$ cat src/rtl/gpio_pad_ctrl.sv
// GPIO pad controller: register file, input synchronizer with rising-edge
// interrupts, and a drain/apply/restore sequencer that reprograms pad drive
// modes without glitching actively driven pins.
module gpio_pad_ctrl #(
  parameter int NPINS  = 8,
  parameter int SETTLE = 4
) (
  input  logic                 clk,
  input  logic                 rst,
  input  logic                 reg_valid,
  output logic                 reg_ready,
  input  logic                 reg_write,
  input  logic [2:0]           reg_addr,
  input  logic [31:0]          reg_wdata,
  output logic                 rsp_valid,
  output logic [31:0]          rsp_rdata,
  output logic [NPINS-1:0]     pad_out,
  output logic [NPINS-1:0]     pad_oe_n,
  output logic [3*NPINS-1:0]   pad_dm,
  output logic [NPINS-1:0]     pad_inp_dis,
  input  logic [NPINS-1:0]     pad_in,
  output logic                 irq
);

  typedef enum logic [1:0] {S_IDLE, S_DRAIN, S_APPLY, S_RESTORE} state_t;

  localparam logic [2:0]  A_DATA_OUT = 3'd0;
  localparam logic [2:0]  A_OUT_EN   = 3'd1;
  localparam logic [2:0]  A_DATA_IN  = 3'd2;
  localparam logic [2:0]  A_IRQ_EN   = 3'd3;
  localparam logic [2:0]  A_IRQ_STAT = 3'd4;
  localparam logic [2:0]  A_MODE     = 3'd5;
  localparam logic [15:0] CNT_LOAD   = 16'(SETTLE - 1);

  // Reset drive mode for every pin is 3'b001.
  function automatic logic [3*NPINS-1:0] dm_reset();
    logic [3*NPINS-1:0] r;
    for (int i = 0; i < NPINS; i++) r[3*i +: 3] = 3'b001;
    return r;
  endfunction

  // Input buffer is disabled exactly on pins whose drive mode is 3'b000.
  function automatic logic [NPINS-1:0] inp_dis_of(input logic [3*NPINS-1:0] dm);
    logic [NPINS-1:0] r;
    for (int i = 0; i < NPINS; i++) r[i] = (dm[3*i +: 3] == 3'b000);
    return r;
  endfunction

  function automatic logic [31:0] zext(input logic [NPINS-1:0] v);
    return {{(32-NPINS){1'b0}}, v};
  endfunction

  state_t               state_q, state_d;
  logic [15:0]          cnt_q, cnt_d;
  logic [NPINS-1:0]     data_out_q, data_out_d;
  logic [NPINS-1:0]     out_en_q, out_en_d;
  logic [NPINS-1:0]     irq_en_q, irq_en_d;
  logic [NPINS-1:0]     irq_stat_q, irq_stat_d;
  logic [NPINS-1:0]     sync1_q, sync1_d;
  logic [NPINS-1:0]     sync2_q, sync2_d;
  logic [NPINS-1:0]     prev_q, prev_d;
  logic [NPINS-1:0]     force_q, force_d;
  logic [NPINS-1:0]     mask_q, mask_d;
  logic [2:0]           mdm_q, mdm_d;
  logic [3*NPINS-1:0]   dm_q, dm_d;
  logic [NPINS-1:0]     oe_n_q, oe_n_d;
  logic [NPINS-1:0]     inp_dis_q, inp_dis_d;
  logic                 irq_q, irq_d;
  logic                 rsp_valid_q, rsp_valid_d;
  logic [31:0]          rsp_rdata_q, rsp_rdata_d;
  logic                 accept;
  logic [NPINS-1:0]     w1c;
  logic [NPINS-1:0]     rise;
  logic                 unused_wdata;

  assign unused_wdata = ^reg_wdata[31:NPINS+3];

  assign reg_ready = (state_q == S_IDLE) && !rst;
  assign accept    = reg_valid && reg_ready;
  assign rise      = sync2_q & ~prev_q;
  assign w1c       = (accept && reg_write && reg_addr == A_IRQ_STAT) ?
                     reg_wdata[NPINS-1:0] : '0;

  assign pad_out     = data_out_q;
  assign pad_oe_n    = oe_n_q;
  assign pad_dm      = dm_q;
  assign pad_inp_dis = inp_dis_q;
  assign irq         = irq_q;
  assign rsp_valid   = rsp_valid_q;
  assign rsp_rdata   = rsp_rdata_q;

  // Next-state for register file, synchronizer, interrupts and the sequencer.
  always_comb begin
    state_d     = state_q;
    cnt_d       = cnt_q;
    data_out_d  = data_out_q;
    out_en_d    = out_en_q;
    irq_en_d    = irq_en_q;
    force_d     = force_q;
    mask_d      = mask_q;
    mdm_d       = mdm_q;
    dm_d        = dm_q;
    rsp_valid_d = accept;
    rsp_rdata_d = '0;
    sync1_d     = pad_in;
    sync2_d     = sync1_q;
    prev_d      = sync2_q;

    // A new edge wins over a simultaneous write-1-to-clear.
    irq_stat_d  = (irq_stat_q & ~w1c) | (rise & irq_en_q);

    if (accept && !reg_write) begin
      case (reg_addr)
        A_DATA_OUT: rsp_rdata_d = zext(data_out_q);
        A_OUT_EN:   rsp_rdata_d = zext(out_en_q);
        A_DATA_IN:  rsp_rdata_d = zext(sync2_q);
        A_IRQ_EN:   rsp_rdata_d = zext(irq_en_q);
        A_IRQ_STAT: rsp_rdata_d = zext(irq_stat_q);
        A_MODE:     rsp_rdata_d = {31'd0, state_q != S_IDLE};
        default:    rsp_rdata_d = '0;
      endcase
    end

    if (accept && reg_write) begin
      case (reg_addr)
        A_DATA_OUT: data_out_d = reg_wdata[NPINS-1:0];
        A_OUT_EN:   out_en_d   = reg_wdata[NPINS-1:0];
        A_IRQ_EN:   irq_en_d   = reg_wdata[NPINS-1:0];
        A_MODE: begin
          mdm_d   = reg_wdata[2:0];
          mask_d  = reg_wdata[NPINS+2:3];
          force_d = reg_wdata[NPINS+2:3];
          cnt_d   = CNT_LOAD;
          state_d = S_DRAIN;
        end
        default: ;
      endcase
    end

    case (state_q)
      S_DRAIN: begin
        if (cnt_q == 16'd0) begin
          state_d = S_APPLY;
          for (int i = 0; i < NPINS; i++)
            if (mask_q[i]) dm_d[3*i +: 3] = mdm_q;
        end else begin
          cnt_d = cnt_q - 16'd1;
        end
      end
      S_APPLY: begin
        state_d = S_RESTORE;
        cnt_d   = CNT_LOAD;
      end
      S_RESTORE: begin
        if (cnt_q == 16'd0) begin
          state_d = S_IDLE;
          force_d = '0;
        end else begin
          cnt_d = cnt_q - 16'd1;
        end
      end
      default: ;
    endcase

    oe_n_d    = ~out_en_d | force_d;
    inp_dis_d = inp_dis_of(dm_d);
    irq_d     = |(irq_stat_q & irq_en_q);
  end

  // State register with synchronous reset of every flop.
  always_ff @(posedge clk) begin
    if (rst) begin
      state_q     <= S_IDLE;
      cnt_q       <= '0;
      data_out_q  <= '0;
      out_en_q    <= '0;
      irq_en_q    <= '0;
      irq_stat_q  <= '0;
      sync1_q     <= '0;
      sync2_q     <= '0;
      prev_q      <= '0;
      force_q     <= '0;
      mask_q      <= '0;
      mdm_q       <= '0;
      dm_q        <= dm_reset();
      oe_n_q      <= '1;
      inp_dis_q   <= '0;
      irq_q       <= 1'b0;
      rsp_valid_q <= 1'b0;
      rsp_rdata_q <= '0;
    end else begin
      state_q     <= state_d;
      cnt_q       <= cnt_d;
      data_out_q  <= data_out_d;
      out_en_q    <= out_en_d;
      irq_en_q    <= irq_en_d;
      irq_stat_q  <= irq_stat_d;
      sync1_q     <= sync1_d;
      sync2_q     <= sync2_d;
      prev_q      <= prev_d;
      force_q     <= force_d;
      mask_q      <= mask_d;
      mdm_q       <= mdm_d;
      dm_q        <= dm_d;
      oe_n_q      <= oe_n_d;
      inp_dis_q   <= inp_dis_d;
      irq_q       <= irq_d;
      rsp_valid_q <= rsp_valid_d;
      rsp_rdata_q <= rsp_rdata_d;
    end
  end

endmodule

$ cat config.mk
export PLATFORM = sky130hd
export DESIGN_NAME = gpio_pad_ctrl
export DESIGN_NICKNAME = d
export VERILOG_FILES = /design/src/rtl/gpio_pad_ctrl.sv
export SDC_FILE = /design/constraint.sdc
export NUM_CORES = 1
export LEC_CHECK = 0
export CAP_MARGIN = 40
export CORE_MARGIN = 2
export CORE_UTILIZATION = 40
export CTS_CLUSTER_DIAMETER = 100
export DETAILED_ROUTE_END_ITERATION = 8
export PLACE_DENSITY_LB_ADDON = 0.1
export SYNTH_ARGS = -nofsm -noshare
export SYNTH_HDL_FRONTEND = slang
export SYNTH_SLANG_ARGS = --single-unit
$ cat constraint.sdc
create_clock -name clk -period 2.6 [get_ports clk]
set_input_delay 0.26 -clock clk [delete_from_list [all_inputs] [get_ports clk]]
set_output_delay 0.26 -clock clk [all_outputs]
set_load 0.03 [all_outputs]
==> results.rst, run 1 <==
.. list-table::
   :header-rows: 1

   * - Metric
     - Value
   * - Status
     - complete, no violations
   * - Number of cells upsized or downsized after cts
     - 0
   * - Number of global-route vias before repair
     - 4389
   * - Final period util
     - 0.946
   * - Final weighted congestion in routability-driven placement
     - 0.817
   * - Number of nets in the final layout
     - 767
   * - Routed WL
     - approximately 14 mm
   * - CTS root buffer
     - sky130_fd_sc_hd__clkbuf_16
   * - Data required time at the worst endpoint
     - roughly 2.3 ns
   * - Antenna violations before repair
     - 0
   * - Routing layer with the top usage in global route
     - met2
   * - Number of distinct library cell variants in the gate-level netlist after synthesis
     - 55
   * - Count of filler cells inserted in the layout
     - ~1400
   * - Routed Antenna Nets
     - 0
   * - Area growth from synthesis to layout
     - 27.0%
   * - Clk slew on worst S/H paths
     - roughly 0.060 ns
   * - Cell at the slowest stage of the critical path
     - sky130_fd_sc_hd__clkdlybuf4s50_1
   * - Overall via count from detail_route
     - 4589
   * - Sequence of cells on the critical path
     - buf_4 -> or2_2 -> nor2_1 -> clkdlybuf4s50_1
   * - Ys Warns
     - 0
   * - Storage element area
     - 2860 um^2
   * - Multi-input logic area
     - 2710 um^2
   * - Average routed wire per standard cell
     - ~15 um
   * - Initial Util
     - 0.406
   * - Pwr dens
     - 839 nW/um^2
   * - Met1 track demand over resource
     - 0.247
   * - TNS Setup
     - 0 ns
   * - Area of the die
     - 15600 um^2
   * - Period minus WS final
     - 2.46 ns
   * - Congestion Overflow GR
     - 0
   * - Pin count of the biggest net entering global routing
     - 76
   * - Final count of pins violating max slew
     - 0
   * - Max FO, Critical Path
     - 11
   * - Critical path's largest stage delay
     - 0.71 ns
   * - Cts-stage hold buffer count
     - 0
   * - Sinks on Clock Net
     - 143
   * - Insertion delay to the later sink of the worst-skew pair
     - 0.42 ns
   * - Final Hold Violating Endpoints
     - 0
   * - Cell area after synthesis
     - 5830 um^2
   * - Area of the placeable core
     - 14400 um^2
   * - Setup repair after global routing missed its margin
     - false
   * - Setup Viol. Count Final
     - 0
   * - Peak Freq
     - just over 0.4 GHz
   * - Routed via count divided by cell count
     - around 5
   * - Proportion of synthesized flip-flops having asynchronous set or reset
     - 0
   * - IR drop worst, VDD
     - 0.000551 V
   * - DIE HEIGHT
     - 125 um
   * - Leakage power
     - 3.31 nW
   * - Clk buf depth
     - 2
   * - Number of flops mapped to enable cells by yosys
     - 0
   * - # Post-CTS Setup Buffers
     - 0
   * - Number of H-tree levels
     - 4
   * - Reported max-cap violation count
     - 0
   * - Cells after DPL
     - 883
   * - Dominant synthesized flop cell
     - sky130_fd_sc_hd__dfxtp_1
   * - Grt met3 use
     - 0.0447
   * - Hold crit path type
     - input pin to flop
   * - CP Data Arrival Time
     - 2.20 ns
   * - Placed wire-length estimate after detailed placement
     - 9.89 mm
   * - Share of final-layout standard cells stronger than drive strength 1
     - 0.104
   * - Total iterations of the first detailed-routing run
     - 4
   * - Ports placed on the boundary
     - 130
   * - Number of buffers inserted during clock tree synthesis
     - 17
   * - Avg Synthesized Cell Area
     - 9.25 um^2
   * - DR iter-0 viols
     - 368
   * - Yosys reg bits
     - 143
   * - Met2 track utilization from global routing
     - 0.293
   * - TritonCTS clock tree
     - yes
   * - Fraction of the yosys area taken by sequential cells
     - 0.491
   * - Site Rows
     - 44
   * - Post-layout instance count excluding filler cells
     - 915
   * - Global routing usage summed across all routing layers
     - 0.186
   * - Number of antenna diodes
     - 0
   * - Kind of launch point of the worst setup path
     - flop
   * - Synthesized instance count
     - 630
   * - Count of buffers inserted at the top-level ports
     - 84
   * - Critical path class
     - flop to output pin
   * - Die Span X
     - 125 um
   * - Final routed DRC violation total
     - 0
   * - Actual slew at the worst max-slew pin
     - between 0.7 and 0.8 ns
   * - Global-route wire length before repair
     - 23.1 mm
   * - Category of the worst setup path capture point
     - output pin
   * - Slew Limit Headroom
     - 0.467
   * - Fin Clk Skew
     - 0.00710 ns
## final cells by class
class | count | area share
tap | 184 | 0.0311
clock buffer | 22 | 0.0627
timing repair buffer | 104 | 0.135
sequential | 143 | 0.387
clock inverter | 10 | 0.0152
inverter | 5 | 0.00254
multi-input combinational | 447 | 0.366
## Yosys cell counts, types with 10 or more instances
cell	n	area, um^2
sky130_fd_sc_hd__a21oi_1	43	215
sky130_fd_sc_hd__mux2i_1	55	551
sky130_fd_sc_hd__nor2_1	81	304
sky130_fd_sc_hd__a22oi_1	12	90.1
sky130_fd_sc_hd__nand2_1	82	308
sky130_fd_sc_hd__clkbuf_1	24	90.1
sky130_fd_sc_hd__o21ai_0	10	50.1
sky130_fd_sc_hd__buf_4	25	188
sky130_fd_sc_hd__dfxtp_1	143	2860
sky130_fd_sc_hd__nand3_1	12	60.1
sky130_fd_sc_hd__nor2b_1	29	181
## cell families after synthesis
group | count (synthesis) | synth area share
simple gates | 258 | 0.226
flops | 143 | 0.491
compound gates | 100 | 0.109
buf+inv | 63 | 0.0582
mux | 60 | 0.106
xor+xnor | 3 | 0.00451
fa+ha+maj | 2 | 0.00429
other cells | 1 | 0.000643
## per-stage QoR
step / hold slack (ns) / setup slack (ns) / utilization / power, mW / instance area (um^2)
after global placement: 0.417 / 0.195 / 0.475 / 3.84 / 6830
final: 0.235 / 0.142 / 0.515 / 6.21 / 7400
after detailed placement: 0.425 / 0.170 / 0.475 / 3.88 / 6830
after floorplan: 0.337 / 0.499 / - / 3.51 / 5910
after CTS: 0.227 / 0.151 / 0.515 / 6.24 / 7400
after global routing: 0.253 / 0.0500 / 0.515 / 6.51 / 7400
## flip-flops by register name, indices dropped and copies added, names as in the netlist
| name | cells |
|---|---|
| cnt_q | 16 |
| force_q | 8 |
| irq | 1 |
| irq_en_q | 8 |
| irq_stat_q | 8 |
| mask_q | 8 |
| mdm_q | 3 |
| out_en_q | 8 |
| pad_dm | 24 |
| pad_inp_dis | 8 |
| pad_oe_n | 8 |
| pad_out | 8 |
| prev_d | 8 |
| prev_q | 8 |
| rsp_rdata | 8 |
| rsp_valid | 1 |
| state_q | 2 |
| sync1_q | 8 |
## worst paths after layout
kind | from | end | slack [ns] | depth (start not counted)
max | state_q[0]$_SDFF_PP0_ | reg_ready | 0.14 | 4
max reg2reg | cnt_q[0]$_SDFF_PP0_ | cnt_q[5]$_SDFF_PP0_ | 0.20 | 8
min | rst | rsp_rdata[0]$_SDFF_PP0_ | 0.23 | 3
min reg2reg | sync1_q[3]$_SDFF_PP0_ | prev_d[3]$_SDFF_PP0_ | 0.43 | 1
## placed cells by master, fill, tap and decap left out, types with 3 or more instances in the layout
cell	count
sky130_fd_sc_hd__buf_4	20
sky130_fd_sc_hd__or4_1	3
sky130_fd_sc_hd__or3_2	3
sky130_fd_sc_hd__nor2b_1	29
sky130_fd_sc_hd__dfxtp_1	143
sky130_fd_sc_hd__a211o_1	8
sky130_fd_sc_hd__nor4_1	3
sky130_fd_sc_hd__o21ai_0	10
sky130_fd_sc_hd__clkdlybuf4s50_1	83
sky130_fd_sc_hd__nand2b_1	4
sky130_fd_sc_hd__clkbuf_16	17
sky130_fd_sc_hd__or3_1	4
sky130_fd_sc_hd__nand3_1	12
sky130_fd_sc_hd__inv_1	5
sky130_fd_sc_hd__a21o_1	3
sky130_fd_sc_hd__nor2_1	81
sky130_fd_sc_hd__nor3_1	5
sky130_fd_sc_hd__clkinv_2	4
sky130_fd_sc_hd__a21oi_1	43
sky130_fd_sc_hd__clkbuf_1	3
sky130_fd_sc_hd__mux2_2	4
sky130_fd_sc_hd__and2_1	6
sky130_fd_sc_hd__conb_1	24
sky130_fd_sc_hd__mux2i_1	55
sky130_fd_sc_hd__a211oi_1	6
sky130_fd_sc_hd__o22ai_1	7
sky130_fd_sc_hd__xnor2_1	3
sky130_fd_sc_hd__nand2_1	82
sky130_fd_sc_hd__a22oi_1	12
sky130_fd_sc_hd__nand4b_2	8
## report_power, final
part / internal [mW] / switching, mW
clock: 1.46 / 0.900
sequential: 2.28 / 0.0722
combinational: 0.586 / 0.915
## critical path: cells and delay by family (launching register included)
family / cells / cell delay, ns
buffers and inverters: 2 / 0.91
AND/OR/NAND/NOR: 2 / 0.53
flip-flops: 1 / 0.33
## routing by layer
layer,vias up,share of wire
li1,2291,-
met1,2159,0.46
met2,118,0.46
met3,21,0.058
met4,0,0.016
met5,-,0
Note: power is estimated with default switching activity, not from simulation.
==> run 2, diff against run 1 <==
- CAP_MARGIN: 40 -> unset
==> results of run 2 <==
Same layout as run 1: the final DEF is identical, and so are final timing and power.
